==> config.mk <==
export PLATFORM = sky130hd
export DESIGN_NAME = branch_pc_ctrl
export DESIGN_NICKNAME = d
export VERILOG_FILES = /design/src/rtl/branch_pc_ctrl.sv
export SDC_FILE = /design/constraint.sdc
export NUM_CORES = 1
export LEC_CHECK = 0
export ABC_AREA = 1
export ABC_CLOCK_PERIOD_IN_PS = 3800
export CORE_MARGIN = 1
export CORE_UTILIZATION = 40
export CTS_CLUSTER_SIZE = 30
export DETAILED_ROUTE_END_ITERATION = 12
export PLACE_DENSITY = 0.71
export SKIP_LAST_GASP = 1
export SLEW_MARGIN = 20
export SYNTH_ARGS = -nofsm -noshare
export SYNTH_HDL_FRONTEND = slang
export SYNTH_SLANG_ARGS = --single-unit
==> constraint.sdc <==
create_clock -name clk -period 3.8 [get_ports clk]
set_clock_uncertainty 0.1 [all_clocks]
set_input_delay 0.95 -clock clk [delete_from_list [all_inputs] [get_ports clk]]
set_output_delay 0.95 -clock clk [all_outputs]
set_load 0.01 [all_outputs]
==> src/rtl/branch_pc_ctrl.sv <==
// rtl/branch_pc_ctrl.sv - LEGv8 fetch-PC sequencer and ID-stage branch resolution
// Optional branch statistics counters: define BRANCH_STATS_EN.
module branch_pc_ctrl #(
  parameter int FLUSH_CYCLES = 1
) (
  input  logic        clk,
  input  logic        reset,
  input  logic        stall,
  input  logic        id_valid,
  input  logic [31:0] id_instr,
  input  logic [63:0] id_pc,
  input  logic [63:0] id_rn_val,
  input  logic        rt_zero,
  input  logic [3:0]  flags,
  input  logic        flags_valid,
  output logic [63:0] pc_out,
  output logic        flush_ifid,
  output logic        hold_req,
  output logic        link_we,
  output logic [63:0] link_val
`ifdef BRANCH_STATS_EN
  ,
  output logic [31:0] br_count,
  output logic [31:0] taken_count
`endif
);

  typedef enum logic [1:0] {S_RUN, S_WAIT_FLAGS, S_FLUSH} state_t;

  localparam logic [1:0] CNT_INIT = 2'(FLUSH_CYCLES - 1);

  state_t      r_state, r_state_nxt;
  logic [63:0] r_pc, r_pc_nxt;
  logic        r_flush, r_flush_nxt;
  logic        r_hold, r_hold_nxt;
  logic        r_lwe, r_lwe_nxt;
  logic [63:0] r_lval, r_lval_nxt;
  logic [1:0]  r_cnt, r_cnt_nxt;

  logic        w_is_b, w_is_bl, w_is_cbz, w_is_cbnz, w_is_bcond, w_is_br, w_is_branch;
  logic [63:0] w_off26, w_off19, w_target;
  logic        w_cond_true, w_taken;
  logic        w_act, w_redirect;
  logic        w_n, w_z, w_c, w_v;

  assign w_is_b      = (id_instr[31:26] == 6'b000101);
  assign w_is_bl     = (id_instr[31:26] == 6'b100101);
  assign w_is_cbz    = (id_instr[31:24] == 8'b10110100);
  assign w_is_cbnz   = (id_instr[31:24] == 8'b10110101);
  assign w_is_bcond  = (id_instr[31:24] == 8'b01010100);
  assign w_is_br     = (id_instr[31:10] == 22'b1101011000011111000000) && (id_instr[4:0] == 5'd0);
  assign w_is_branch = w_is_b | w_is_bl | w_is_cbz | w_is_cbnz | w_is_bcond | w_is_br;

  assign w_off26  = {{36{id_instr[25]}}, id_instr[25:0], 2'b00};
  assign w_off19  = {{43{id_instr[23]}}, id_instr[23:5], 2'b00};
  assign w_target = w_is_br ? id_rn_val :
                    (w_is_b | w_is_bl) ? (id_pc + w_off26) : (id_pc + w_off19);

  assign {w_n, w_z, w_c, w_v} = flags;

  always_comb begin
    w_cond_true = 1'b0;
    case (id_instr[3:0])
      4'h0: w_cond_true = w_z;
      4'h1: w_cond_true = !w_z;
      4'h2: w_cond_true = w_c;
      4'h3: w_cond_true = !w_c;
      4'h4: w_cond_true = w_n;
      4'h5: w_cond_true = !w_n;
      4'h6: w_cond_true = w_v;
      4'h7: w_cond_true = !w_v;
      4'h8: w_cond_true = w_c & !w_z;
      4'h9: w_cond_true = !(w_c & !w_z);
      4'hA: w_cond_true = (w_n == w_v);
      4'hB: w_cond_true = (w_n != w_v);
      4'hC: w_cond_true = !w_z & (w_n == w_v);
      4'hD: w_cond_true = !(!w_z & (w_n == w_v));
      default: w_cond_true = 1'b1;
    endcase
  end

  assign w_taken = w_is_b | w_is_bl | w_is_br | (w_is_cbz & rt_zero) |
                   (w_is_cbnz & !rt_zero) | (w_is_bcond & w_cond_true);

  always_comb begin
    r_state_nxt = r_state;
    r_pc_nxt    = r_pc;
    r_flush_nxt = r_flush;
    r_hold_nxt  = r_hold;
    r_lwe_nxt   = 1'b0;
    r_lval_nxt  = r_lval;
    r_cnt_nxt   = r_cnt;
    w_act       = 1'b0;
    w_redirect  = 1'b0;
    if (!stall) begin
      case (r_state)
        S_RUN: begin
          if (id_valid && w_is_bcond && !flags_valid) begin
            r_state_nxt = S_WAIT_FLAGS;
            r_hold_nxt  = 1'b1;
            r_flush_nxt = 1'b0;
          end else begin
            w_act      = 1'b1;
            w_redirect = id_valid && w_taken;
          end
        end
        S_WAIT_FLAGS: begin
          if (flags_valid) begin
            r_hold_nxt  = 1'b0;
            r_state_nxt = S_RUN;
            w_act       = 1'b1;
            w_redirect  = w_taken;
          end
        end
        S_FLUSH: begin
          r_pc_nxt = r_pc + 64'd4;
          if (r_cnt == 2'd0) begin
            r_flush_nxt = 1'b0;
            r_state_nxt = S_RUN;
          end else begin
            r_cnt_nxt = r_cnt - 2'd1;
          end
        end
        default: r_state_nxt = S_RUN;
      endcase
      // Shared taken/not-taken action for RUN decisions and flag-wait resolution
      if (w_act) begin
        if (w_redirect) begin
          r_pc_nxt    = w_target;
          r_flush_nxt = 1'b1;
          r_cnt_nxt   = CNT_INIT;
          r_state_nxt = (FLUSH_CYCLES > 1) ? S_FLUSH : S_RUN;
          if (w_is_bl) begin
            r_lwe_nxt  = 1'b1;
            r_lval_nxt = id_pc + 64'd4;
          end
        end else begin
          r_pc_nxt    = r_pc + 64'd4;
          r_flush_nxt = 1'b0;
        end
      end
    end
  end

  always_ff @(posedge clk) begin
    if (reset) begin
      r_state <= S_RUN;
      r_pc    <= 64'd0;
      r_flush <= 1'b0;
      r_hold  <= 1'b0;
      r_lwe   <= 1'b0;
      r_lval  <= 64'd0;
      r_cnt   <= 2'd0;
    end else begin
      r_state <= r_state_nxt;
      r_pc    <= r_pc_nxt;
      r_flush <= r_flush_nxt;
      r_hold  <= r_hold_nxt;
      r_lwe   <= r_lwe_nxt;
      r_lval  <= r_lval_nxt;
      r_cnt   <= r_cnt_nxt;
    end
  end

  assign pc_out     = r_pc;
  assign flush_ifid = r_flush;
  assign hold_req   = r_hold;
  assign link_we    = r_lwe;
  assign link_val   = r_lval;

`ifdef BRANCH_STATS_EN
  logic        w_resolve;
  logic [31:0] r_br_cnt, r_taken_cnt;

  // A flag-wait entry is not a decision; it is counted once when resolved
  assign w_resolve = !stall &&
                     ((r_state == S_RUN && id_valid && w_is_branch && !(w_is_bcond && !flags_valid)) ||
                      (r_state == S_WAIT_FLAGS && flags_valid));

  always_ff @(posedge clk) begin
    if (reset) begin
      r_br_cnt    <= 32'd0;
      r_taken_cnt <= 32'd0;
    end else begin
      if (w_resolve) r_br_cnt <= r_br_cnt + 32'd1;
      if (w_act && w_redirect) r_taken_cnt <= r_taken_cnt + 32'd1;
    end
  end

  assign br_count    = r_br_cnt;
  assign taken_count = r_taken_cnt;
`endif

endmodule
==> flow_summary_export.csv <==
group,metric,value,unit
clocking,cts_tree,"built",
sta,hold_violations,0,
floorplanning,design.core.area,39010,um2
power_and_ir_drop,peakVddDrop,0.0003053,V
power_and_ir_drop,pwr-share-clk,28.6,%
power_and_ir_drop,switching_share,38.28,%
power_and_ir_drop,pwr-share-comb,44.6,%
power_and_ir_drop,leakage,11.38,nW
detailed_routing,drtAntennaViolNets,0,
synth,ys.warnings.count,0,
sta,finalSetupViolCount,0,
sta,fin_crit_sh,99.70,%
detailed_routing,routed_wl,83.85,mm
global_route,grt_antenna_before_repair,2,
synth,syn_area,15950,um2
power_and_ir_drop,power_density,227.8,nW/um2
detailed_routing,first_pass_iters,9,
floorplanning,ios,301,
synth,yosysTopAreaCellShare,24.28,%
power_and_ir_drop,seq_power_share,26.8,%
detailed_routing,vias_per_cell,5.393,
detailed_routing,vias,22420,
global_route,track_usage,40.48,%
critical_path,crit_chain,"clkdlybuf4s50_1 > o21ai_4 > clkinvlp_4 > buf_4 > buf_12 > ha_4 > buf_6 > nand2_1 > nor2_2 > inv_1 > nor2_1 > buf_4 > nand2_1 > nor2_1 > nand2_1 > nand2_1 > nand2_1 > nand3_1 > nand2_1 > nand2_1 > a21oi_1",
synth,ys_top_cells_by_area,"nand2_1, dfxtp_1, inv_1, nor2_1, nand3_1",
power_and_ir_drop,internal_power,0.003375,W
final_layout,syn2layout_area_growth,50.52,%
worst_hold_path,hp-class,"flip-flop to flip-flop",
sta,slew_viol_final,0,
synth,yosysTopAreaCell,"nand2_1",
synth,synth-main-ff-cell,"dfxtp_1",
placement,portBuffers,300,
sta,rsz0062_at_grt,"true",
synth,synthArstFlopShare,0,%
placement,place_area,22340,um2
critical_path,cp-start-kind,"primary input",
floorplanning,fp.dieW,201.7,um
final_layout,fin_area,24010,um2
global_route,gr-total-overflow,0,
floorplanning,rows,72,
critical_path,cpPeakStageDelay,0.49,ns
sta,holdWs,0.3484,ns
synth,yosysSeqAreaShare,16.94,%
sta,worst_pin_slew,0.9842,ns
critical_path,rr_startpoint,"pc_out[2]",
final_layout,num_antenna_cells,0,
synth,syn_nets,3238,
clocking,path_clk_slew,0.06,ns
worst_hold_path,worstHoldStart,"link_val[22]",
synth,yosys.cell_types.count,43,
clocking,clk_path_buf_depth,2,
critical_path,crit_family,"buffers and inverters",
final_layout,nets,3865,
synth,synth.most_common_cell,"nand2_1",
sta,setup_ws,0.01129,ns
critical_path,cp.arrival,3.98,ns
detailed_routing,routedWlPerCell,20.17,um
synth,yosys_register_bits,135,
final_layout,drive_gt1_share,18.30,%
power_and_ir_drop,total_power,0.005469,W
critical_path,crit_buf_inv,7,
clocking,cts_hold_buf,0,
global_route,grt_pass1_vias,21570,
placement,hpwl,70.50,mm
critical_path,cp.required,3.99,ns
placement,dp_slack,-0.8746,ns
clocking,clkLatencyLatePin,0.44,ns
synth,synthTopCellsByCount,"nand2_1, inv_1, nor2_1",
detailed_routing,drc,0,
outcome,status,"complete, no violations",
job,maxCapViolations,0,
critical_path,cp-end-kind,"flip-flop",
synth,syn_avg_cell_area,5.319,um2
global_route,grt_max_degree,73,
sta,max_freq,263.9,MHz
clocking,cts.sinks,135,
critical_path,critPathMaxFanout,7,
power_and_ir_drop,p_sw,0.002093,W
floorplanning,die_y,201.7,um
clocking,htree_levels,4,
clocking,root_buffer,"clkbuf_16",
detailed_routing,initialDrtViolationCount,2391,
floorplanning,initial_utilization,40.90,%
critical_path,startpoint,"id_instr[25]",
critical_path,slowest_stage,"clkdlybuf4s50_1",
synth,synth_edf_count,0,
floorplanning,die_area,40680,um2
sta,relSlewSlack,34.38,%
clocking,cts_buffers,17,
sta,period_minus_slack,3.789,ns
placement,routabilityCongestion,1.054,
critical_path,crit_path_frequent_cell,"nand2_1",
critical_path,crit_type,"primary input to flip-flop",
global_route,grt_pass1_wl,125.3,mm
synth,netlist_instances,2999,
## worst paths after layout
| check | endpoint | slack [ns] | cells after the start |
|---|---|---|---|
| worst max-delay path | pc_out[54] | 0.01 | 21 |
| worst min-delay path | link_val[22] | 0.35 | 2 |
| worst max register to register | pc_out[50] | 1.03 | 16 |
| worst min register to register | link_val[22] | 0.35 | 2 |
## layout make-up
type | instances | area [um2]
multi-input cells | 2300 | 12200
flip-flops and latches | 135 | 2703
clock inverters | 12 | 103.9
well taps | 518 | 648.1
clock buffers | 20 | 446.7
inverters | 497 | 1877
repair buffers | 675 | 6036
fillers | 3848 | 15000
## worst register-to-register path: stages, from the launching register on
cell and delay (ns):
dfxtp_1 0.43, ha_1 0.22, nand3_1 0.28, inv_1 0.25, nand3_1 0.15, nor2_1 0.23, nand2_1 0.12, inv_1 0.11
nand2_1 0.09, nor2_1 0.21, nand2_1 0.07, nand2_1 0.07, nand3_1 0.07, nand2_1 0.06, inv_1 0.04, nand2_1 0.05
a21oi_1 0.05
## layout by cell type, fill, tap and decap left out, types with 38 or more instances in the layout
cell type        instances
a21oi_1                164
buf_4                  354
clkdlybuf4s50_1        294
dfxtp_1                135
ha_1                    40
inv_1                  482
nand2_1                958
nand2_2                 67
nand3_1                198
nand4_1                 57
nor2_1                 291
nor2_2                  39
nor3_1                  66
o21ai_0                 90
xnor2_1                 38
xor2_1                  75
## routing by layer
metal  track usage, %  vias to the layer above  wire length [um]
met5                0                        -                13
met4            19.21                        2              4330
met3            7.062                      219              8348
met2            63.20                     1148             36100
met1            53.81                    10370             35060
li1                 -                    10680                 -
## power groups by stage
stage	logic, W	registers (W)	clock network, W
global route	0.00260	0.00146	0.00164
finish	0.00244	0.00146	0.00157
floorplan	0.000958	0.00149	0
global placement	0.00214	0.00149	0
detailed placement	0.00216	0.00149	0
CTS	0.00227	0.00146	0.00157
## flip-flops by register name, summed over array words and instances (netlist names)
signal / count
r_cnt: 2
link_we: 1
pc_out: 64
link_val: 64
hold_req: 1
flush_ifid: 1
r_state: 2
## cell families after synthesis
| logic type | count (synthesis) | share of synthesized area [%] |
|---|---|---|
| flops | 135 | 16.94 |
| compound gates | 333 | 11.33 |
| xor+xnor | 114 | 6.259 |
| buf+inv | 564 | 13.63 |
| simple gates | 1784 | 46.38 |
| fa+ha+maj | 69 | 5.459 |
## metrics by stage
step,TNS (ns),instances,util [%]
floorplan,-2.892,2999,-
global placement,-50.44,4115,57.26
detailed placement,-58.09,4115,57.26
CTS,0,4156,60.15
global route,-1.139,4157,61.56
finish,0,4157,61.56
## what timing repair did
item                                    in CTS  in global routing
pin swaps                                   21                 44
endpoints found under the setup margin      63                 79
gates resized for setup                    123                147
gates cloned                                 3                  0
setup buffers                                6                  1
(Power assumes the default switching activity.)
